## config.mk

```make
export PLATFORM = sky130hd
export DESIGN_NAME = imem_loader
export DESIGN_NICKNAME = d
export VERILOG_FILES = /design/src/rtl/pipeline_pkg.sv /design/src/rtl/imem_loader_csum.sv /design/src/rtl/imem_loader.sv
export SDC_FILE = /design/constraint.sdc
export NUM_CORES = 1
export LEC_CHECK = 0
export CAP_MARGIN = 25
export CORE_ASPECT_RATIO = 1.1
export CORE_UTILIZATION = 30
export DETAILED_ROUTE_END_ITERATION = 8
export GPL_ROUTABILITY_DRIVEN = 0
export PLACE_DENSITY_LB_ADDON = 0.05
export REMOVE_ABC_BUFFERS = 1
export SYNTH_ARGS = -nofsm -noshare
export SYNTH_HDL_FRONTEND = slang
export SYNTH_SLANG_ARGS = --single-unit
```

## constraint.sdc

```tcl
create_clock -name clk -period 2.7 [get_ports clk]
set_clock_uncertainty 0.2 [all_clocks]
set_input_delay 0.405 -clock clk [delete_from_list [all_inputs] [get_ports clk]]
set_output_delay 0.405 -clock clk [all_outputs]
set_load 0.05 [all_outputs]
```

## src/rtl/pipeline_pkg.sv

```systemverilog
// pipeline_pkg
// Shared definitions for the pipeline codebase slice.
//   - IMEM_ADDR_W / IMEM_DATA_W : default instruction-memory geometry
//                                 (word-address width, instruction width)
//   - loader_state_t            : state encoding of the instruction-memory loader
package pipeline_pkg;

    localparam int IMEM_ADDR_W = 8;
    localparam int IMEM_DATA_W = 32;

    typedef enum logic [1:0] {
        IDLE = 2'd0,
        LOAD = 2'd1,
        RUN  = 2'd2,
        ERR  = 2'd3
    } loader_state_t;

endpackage

```

## src/rtl/imem_loader_csum.sv

```systemverilog
// imem_loader_csum
// Running modulo-2^DATA_W sum of the program words streamed into the loader.
// Only instantiated when IMEM_LOADER_CSUM_EN is defined.
// Ports:
//   clk, rst  : clock and asynchronous active-low reset
//   clear     : synchronous clear of the running sum (new load starting)
//   add_en    : add 'data' into the sum on this edge
//   data      : word to accumulate
//   sum       : current running sum
module imem_loader_csum
    import pipeline_pkg::*;
#(
    parameter int DATA_W = IMEM_DATA_W
) (
    input  logic              clk,
    input  logic              rst,
    input  logic              clear,
    input  logic              add_en,
    input  logic [DATA_W-1:0] data,
    output logic [DATA_W-1:0] sum
);

    // Clear wins over add so a fresh load never inherits a stale word.
    always_ff @(posedge clk or negedge rst) begin
        if (!rst) begin
            sum <= '0;
        end else if (clear) begin
            sum <= '0;
        end else if (add_en) begin
            sum <= sum + data;
        end
    end

endmodule

```

## src/rtl/imem_loader.sv

```systemverilog
// imem_loader
// Streams a program into instruction memory and then releases the core reset.
// Ports:
//   clk, rst                    : clock and asynchronous active-low reset
//   start                       : one-cycle pulse that begins a program load
//   s_valid, s_data, s_last     : program word stream (s_last marks final beat)
//   s_ready                     : stream accept, high only while loading
//   mem_we, mem_addr, mem_wdata : instruction-memory write port (registered)
//   core_rst                    : active-low reset for the pipeline core
//   busy, done, err             : status (loading / running / error)
// Configuration macro:
//   IMEM_LOADER_CSUM_EN : the s_last beat is a checksum over all preceding
//                         words instead of an instruction; a mismatch ends in ERR.
module imem_loader
    import pipeline_pkg::*;
#(
    parameter int ADDR_W = IMEM_ADDR_W,
    parameter int DATA_W = IMEM_DATA_W
) (
    input  logic              clk,
    input  logic              rst,
    input  logic              start,
    input  logic              s_valid,
    input  logic [DATA_W-1:0] s_data,
    input  logic              s_last,
    output logic              s_ready,
    output logic              mem_we,
    output logic [ADDR_W-1:0] mem_addr,
    output logic [DATA_W-1:0] mem_wdata,
    output logic              core_rst,
    output logic              busy,
    output logic              done,
    output logic              err
);

    localparam logic [ADDR_W-1:0] LAST_ADDR = '1;

    loader_state_t     state;
    loader_state_t     nxt;
    logic [ADDR_W-1:0] cnt;
    logic              acc;
    logic              wr;
    logic              restart;

    // A beat is taken only while loading; s_ready mirrors state == LOAD.
    assign acc     = s_valid && (state == LOAD);
    assign restart = start && (state != LOAD);

`ifdef IMEM_LOADER_CSUM_EN
    logic [DATA_W-1:0] sum;

    // The checksum beat itself is never written nor accumulated.
    assign wr = acc && !s_last;

    imem_loader_csum #(
        .DATA_W (DATA_W)
    ) u_csum (
        .clk    (clk),
        .rst    (rst),
        .clear  (restart),
        .add_en (wr),
        .data   (s_data),
        .sum    (sum)
    );
`else
    assign wr = acc;
`endif

    // Next-state decision. A last beat finishes the load even at the top
    // address; only a non-last beat at the top address overflows to ERR.
    always_comb begin
        nxt = state;
        case (state)
            IDLE: begin
                if (start) nxt = LOAD;
            end
            LOAD: begin
                if (acc) begin
                    if (s_last) begin
`ifdef IMEM_LOADER_CSUM_EN
                        nxt = (s_data == sum) ? RUN : ERR;
`else
                        nxt = RUN;
`endif
                    end else if (cnt == LAST_ADDR) begin
                        nxt = ERR;
                    end
                end
            end
            RUN, ERR: begin
                if (start) nxt = LOAD;
            end
            default: nxt = IDLE;
        endcase
    end

    // State, counter and all outputs are registered together. done/core_rst
    // are held low for the cycle in which the final word is still being
    // written, so the core only leaves reset once memory is complete.
    always_ff @(posedge clk or negedge rst) begin
        if (!rst) begin
            state     <= IDLE;
            cnt       <= '0;
            s_ready   <= 1'b0;
            mem_we    <= 1'b0;
            mem_addr  <= '0;
            mem_wdata <= '0;
            core_rst  <= 1'b0;
            busy      <= 1'b0;
            done      <= 1'b0;
            err       <= 1'b0;
        end else begin
            state    <= nxt;
            s_ready  <= (nxt == LOAD);
            busy     <= (nxt == LOAD);
            done     <= (nxt == RUN) && !wr;
            core_rst <= (nxt == RUN) && !wr;
            err      <= (nxt == ERR);
            mem_we   <= wr;
            if (wr) begin
                mem_addr  <= cnt;
                mem_wdata <= s_data;
            end
            // Counter saturates at the top address instead of wrapping.
            if (restart) begin
                cnt <= '0;
            end else if (acc && (cnt != LAST_ADDR)) begin
                cnt <= cnt + 1'b1;
            end
        end
    end

endmodule

```

==> impl_metrics.env, run 1 <==
export IMPL_reg2reg_to="cnt[1]"
export IMPL_power_frac_seq_pct=38.0
export IMPL_synth_edf_count=0
export IMPL_cpMaxStageDelayCell="clkdlybuf4s50_1"
export IMPL_drt_wl_total_mm=5.120
export IMPL_cp_required_ns=2.10
export IMPL_p_switching_mw=1.206
export IMPL_drv_slew=0
export IMPL_clockPowerShare_pct=18.4
export IMPL_reg2reg_slack_ns=0.80
export IMPL_ys_types=32
export IMPL_grtUsageTotal_pct=14.26
export IMPL_combPwrFrac_pct=43.7
export IMPL_path_max_fanout=2
export IMPL_maxCapViolations=0
export IMPL_cts_hold_buf=1
export IMPL_finalCriticalPeriod_ns=2.079
export IMPL_cp_depth=1
export IMPL_fin_nets=359
export IMPL_r2r_cells=5
export IMPL_hp_class="reg -> reg"
export IMPL_drc=0
export IMPL_yosys_area_top_type="dfrtp_1"
export IMPL_floorplan_initialDensity_pct=31.07
export IMPL_worst_pin_slew_ns=0.6741
export IMPL_grt_setup_unrepaired="false"
export IMPL_powerDensity_nw_per_um2=900.0
export IMPL_setup_viol=0
export IMPL_cp_endpoint="mem_addr[4]"
export IMPL_grt_pass1_vias=1816
export IMPL_synth_top_area_share_pct=62.07
export IMPL_grt_max_degree=29
export IMPL_cp_start_kind="flip-flop"
export IMPL_die_h_um=91.35
export IMPL_crit_start="mem_addr[4]"
export IMPL_cts_buffers=5
export IMPL_async_flop_share_pct=100.0
export IMPL_vias_per_cell=4.423
export IMPL_synth_cells=235
export IMPL_grt_first_pass_wirelength_mm=8.714
export IMPL_postCtsResizedCells=0
export IMPL_critPathKind="reg -> out"
export IMPL_cp_end_kind="primary output"
export IMPL_io_buffer_count=82
export IMPL_post_cts_buffers=0
export IMPL_dr_total_vias=1800
export IMPL_io_pins=83
export IMPL_initialDrtViolationCount=80
export IMPL_critPathBufInv=1
export IMPL_critPathArrivalTime_ns=1.47
export IMPL_dr_pass1_iters=6
export IMPL_area_delta_synth_final_pct=47.47
export IMPL_internal_power_mw=1.684
export IMPL_syn_area_per_cell_um2=9.264
export IMPL_ir_worst_vdd_mv=0.5155
export IMPL_slew_headroom_pct=55.06
export IMPL_hold_slack_ns=0.2776
export IMPL_antenna_found_initial=0
export IMPL_finalCritPeriodShare_pct=76.99
export IMPL_syn_area_um2=2177
export IMPL_cp_slowest_stage_delay_ns=0.82
export IMPL_ctsLongestPathBuffers=2
export IMPL_fp_coreArea_um2=7007
export IMPL_leakagePower_nw=1.539
export IMPL_antenna_left=0
export IMPL_r2r_start="state[1]"
export IMPL_synthTopCellsByArea="dfrtp_1, nand2_1, mux2i_1, buf_2, nor2_1"
export IMPL_dpl_hpwl_mm=3.618
export IMPL_clk_pin_slew_ns=0.09
export IMPL_clk_latency_ns=0.30
export IMPL_totalPowerFinal_mw=2.890
export IMPL_fin_tns_setup_ns=0
export IMPL_tritoncts="yes"
export IMPL_cts_max_level=2
export IMPL_antenna_cells=0
export IMPL_switching_share_pct=41.73
export IMPL_hold_viol=0
export IMPL_root_buffer="clkbuf_8"
export IMPL_overflow=0
export IMPL_ys_ff_latch=54
export IMPL_cts_sinks=54
export IMPL_crit_chain="clkdlybuf4s50_1"
export IMPL_num_rows=32
export IMPL_yosysSeqAreaShare_pct=62.07
export IMPL_synth_main_ff_cell="dfrtp_1"
export IMPL_die_area_um2=7602
export IMPL_max_freq_mhz=481.1
export IMPL_die_w_um=83.23
export IMPL_final_layout_size_suffix_gt1_share_pct=6.211
export IMPL_wl_per_cell_um=12.58
export IMPL_ys_warn_count=0
export IMPL_status="finished clean"
export IMPL_crit_family="buffers and inverters"
[sequential cells by signal, summed over array words and instances (netlist names)]
register,cells
state,2
mem_addr,8
cnt,8
mem_we,1
busy,1
done,1
mem_wdata,32
err,1
[cell usage in the layout, fill, tap and decap left out, drive strengths merged]
cell,count
nand2,130
clkdlybuf4s50,81
dfrtp,54
buf,7
clkbuf,7
nor2,5
mux2i,4
o21ai,4
inv,4
a21oi,3
nand2b,2
nand3,2
nand3b,2
and4,2
nor3,2
nand4b,1
a41oi,1
or3,1
and2,1
nor4b,1
xnor2,1
and3,1
nor3b,1
o31a,1
a31oi,1
ha,1
bufinv,1
dlygate4sd3,1
[final cells by class]
type                            instances  area [um^2]
Fill cell                             676         3796
Sequential cell                        54         1351
Timing Repair Buffer                   89        870.8
Multi-Input combinational cell        167        760.7
Tap cell                               85        106.4
Clock buffer                            7        76.32
Clock inverter                          1        30.03
Inverter                                4        15.01
[logic make-up after synthesis]
group / count (synthesis) / share of synthesized area [%]
mux: 4 / 1.839
fa+ha+maj: 1 / 0.5746
flops: 54 / 62.07
xor+xnor: 1 / 0.4024
buf+inv: 14 / 2.988
simple gates: 151 / 29.43
compound gates: 10 / 2.701
[worst min path at each step]
stage                       start             to  slack (ns)  cells after the start
floorplan                     rst           busy       -0.09                      0
global placement    mem_wdata[11]  mem_wdata[11]        0.26                      2
detailed placement  mem_wdata[26]  mem_wdata[26]        0.26                      2
CTS                   mem_addr[7]    mem_addr[7]        0.28                      2
global route          mem_addr[7]    mem_addr[7]        0.31                      2
finish               mem_wdata[9]   mem_wdata[9]        0.28                      2
[power by group through the flow]
| stage | clock (mW) | sequential (mW) | combinational, mW |
|---|---|---|---|
| 2_1_floorplan | 0 | 1.68 | 0.219 |
| 3_3_place_gp | 0 | 1.11 | 1.27 |
| 3_5_place_dp | 0 | 1.12 | 1.27 |
| 4_1_cts | 0.552 | 1.10 | 1.28 |
| 5_1_grt | 0.592 | 1.13 | 1.34 |
| 6_report | 0.530 | 1.10 | 1.26 |
[cells in the mapped netlist (2+ instances only)]
| library cell | n |
|---|---|
| buf_2 | 4 |
| inv_1 | 3 |
| nor2_1 | 5 |
| mux2i_1 | 4 |
| nand3_1 | 2 |
| clkbuf_1 | 4 |
| buf_4 | 2 |
| dfrtp_1 | 54 |
| nand2_1 | 129 |
| nand2b_1 | 2 |
| o21ai_0 | 3 |
| a21oi_1 | 3 |
[stage by stage]
step	cell area [um^2]	cells	worst slack (ns)	utilization [%]
2_1_floorplan	2127	225	0.2663	-
3_3_place_gp	3094	398	0.4484	44.16
3_5_place_dp	3094	398	0.4019	44.16
4_1_cts	3211	407	0.5981	45.82
5_1_grt	3211	407	0.5551	45.82
6_report	3211	407	0.6214	45.82
[per-layer routing]
| metal | GRT usage (%) | share of wire, % | up-vias |
|---|---|---|---|
| li1 | - | - | 904 |
| met4 | 4.885 | 0.31 | 0 |
| met1 | 18.84 | 47 | 836 |
| met5 | 0 | 0 | - |
| met2 | 23.09 | 47 | 58 |
| met3 | 3.182 | 5.0 | 2 |
Note: power is estimated with default switching activity, not from simulation.
==> run 2, diff against run 1 <==
Clock period 2.7 ns to 1.7 ns, I/O delays scaled along.
==> run 2 against run 1 <==
  * Total power increased by 65%
  * Global-route usage decreased by 0.14 points
  * Cell count up 1.5%
  * Register-to-register slack got worse by 0.64 ns
  * Critical path depth grew 3
  * First-iteration DRC count is 10% higher
  * Sequential power up 62%
  * Sequential share of layout area shrank 2.0 points
  * Flip-flop and latch count stayed put
  * Clock power is 60% higher
  * Via count grew 2.6%
  * Cell area is 4.9% higher
  * Critical endpoint is now err
  * Largest cell class unchanged
==> impl_metrics.env, run 2 (synthesized netlist as in run 1, its figures left out) <==
export IMPL_status="finished clean"
export IMPL_critPathKind="reg -> reg"
export IMPL_powerDensity_nw_per_um2=1418
export IMPL_combPwrFrac_pct=45.0
export IMPL_drc=0
export IMPL_r2r_cells=4
export IMPL_die_h_um=91.35
export IMPL_hp_class="in -> async"
export IMPL_cpMaxStageDelayCell="dfrtp_1"
export IMPL_grt_max_degree=55
export IMPL_post_cts_buffers=0
export IMPL_cts_buffers=5
export IMPL_vias_per_cell=4.472
export IMPL_initialDrtViolationCount=88
export IMPL_finalInstanceArea_um2=3367
export IMPL_cts_max_level=2
export IMPL_largest_reg_flops=32
export IMPL_switching_share_pct=41.37
export IMPL_clockPowerShare_pct=17.8
export IMPL_dpl_hpwl_mm=3.498
export IMPL_grtUsageTotal_pct=14.12
export IMPL_io_buffer_count=82
export IMPL_clk_pin_slew_ns=0.09
export IMPL_largestRegisters="mem_wdata (32), cnt (8), mem_addr (8)"
export IMPL_grt_first_pass_wirelength_mm=8.625
export IMPL_grt_pass1_vias=1810
export IMPL_crit_chain="ha_2 > nand2_2 > or3_1 > a21oi_1"
export IMPL_antenna_found_initial=0
export IMPL_power_frac_seq_pct=37.2
export IMPL_maxCapViolations=0
export IMPL_die_area_um2=7602
export IMPL_cp_required_ns=1.73
export IMPL_p_switching_mw=1.975
export IMPL_setup_viol=0
export IMPL_area_delta_synth_final_pct=54.66
export IMPL_internal_power_mw=2.799
export IMPL_ctsLongestPathBuffers=2
export IMPL_grt_setup_unrepaired="false"
export IMPL_max_freq_mhz=647.7
export IMPL_dr_total_vias=1847
export IMPL_tritoncts="yes"
export IMPL_num_rows=32
export IMPL_cp_start_kind="flip-flop"
export IMPL_cp_end_kind="flip-flop"
export IMPL_die_w_um=83.23
export IMPL_wl_per_cell_um=12.19
export IMPL_antenna_cells=0
export IMPL_floorplan_initialDensity_pct=31.07
export IMPL_cts_sinks=54
export IMPL_antenna_left=0
export IMPL_drt_wl_total_mm=5.034
export IMPL_hold_viol=0
export IMPL_drv_slew=0
export IMPL_root_buffer="clkbuf_8"
export IMPL_final_layout_size_suffix_gt1_share_pct=22.56
export IMPL_slew_headroom_pct=75.32
export IMPL_final_common_cell="nand2_1"
export IMPL_critPathArrivalTime_ns=1.57
export IMPL_final_cell_mix="nand2_1, dfrtp_1, buf_4"
export IMPL_finalCriticalPeriod_ns=1.544
export IMPL_worst_pin_slew_ns=0.3663
export IMPL_leakagePower_nw=1.696
export IMPL_overflow=0
export IMPL_placedInstanceArea_um2=3237
export IMPL_dr_pass1_iters=4
export IMPL_totalPowerFinal_mw=4.775
export IMPL_fp_coreArea_um2=7007
export IMPL_path_max_fanout=4
export IMPL_io_pins=83
export IMPL_cp_slowest_stage_delay_ns=0.42
export IMPL_regMostFlops="mem_wdata"
export IMPL_ir_worst_vdd_mv=0.9720
export IMPL_clk_latency_ns=0.30
export IMPL_fin_nets=365
export IMPL_finalCritPeriodShare_pct=90.82
run 2: final timing paths:
path | slack (ns) | startpoint | end
worst min register to register | 0.28 | mem_wdata[15] | mem_wdata[15]
worst max register to register | 0.16 | cnt[1] | err
worst max-delay path | 0.16 | cnt[1] | err
worst min-delay path | 0.26 | rst | mem_wdata[8]
max in group asynchronous | 0.78 | rst | cnt[3]
min in group clk | 0.27 | s_data[29] | mem_wdata[29]
run 2: layout make-up:
class | instances | area (um^2)
fillers | 676 | 3640
flip-flops and latches | 54 | 1351
repair buffers | 95 | 1013
multi-input cells | 167 | 774.5
well taps | 85 | 106.4
clock buffers | 7 | 76.32
clock inverters | 1 | 30.03
inverters | 4 | 15.01
run 2: timing repair:
action | CTS | global route
resized for setup | 0 | 3
hold buffers | 1 | 0
endpoints found under the hold margin | 54 | 0
endpoints found under the setup margin | 0 | 7
run 2: power groups by stage:
stage          sequential [mW]  combinational (mW)  clock [mW]
2_1_floorplan             2.66               0.348           0
3_3_place_gp              1.79                2.15           0
3_5_place_dp              1.80                2.16           0
4_1_cts                   1.78                2.16       0.886
5_1_grt                   1.82                2.28       0.939
6_report                  1.78                2.15       0.850
run 2: metrics by stage:
stage / cells / setup TNS [ns] / utilization [%] / setup slack, ns / hold WS (ns)
after detailed placement: 404 / -3.244 / 46.20 / -0.1829 / 0.07940
final: 413 / 0 / 48.05 / 0.1560 / 0.2603
after global placement: 404 / -2.478 / 46.20 / -0.1448 / 0.07930
after global routing: 413 / 0 / 48.05 / 0.02150 / 0.2692
after floorplan: 225 / -16.65 / - / -0.7337 / -0.2406
after CTS: 413 / 0 / 47.86 / 0.04128 / 0.2596
run 2: worst max-delay path: cells and delay by family, from the launching register on:
kind,cells,cell delay (ns)
AO/OA/AOI/OAI,1,0.15
adder cells (fa/ha/maj),1,0.24
flip-flops,1,0.42
AND/OR/NAND/NOR,2,0.46
run 2: per-layer routing:
metal	share of wire, %	GRT usage [%]	wire length, um	vias to the layer above
met5	0	0	0	-
met4	1.2	4.310	59	0
met3	6.1	3.727	308	5
met2	47	23.57	2379	54
met1	45	17.87	2287	870
li1	-	-	-	918
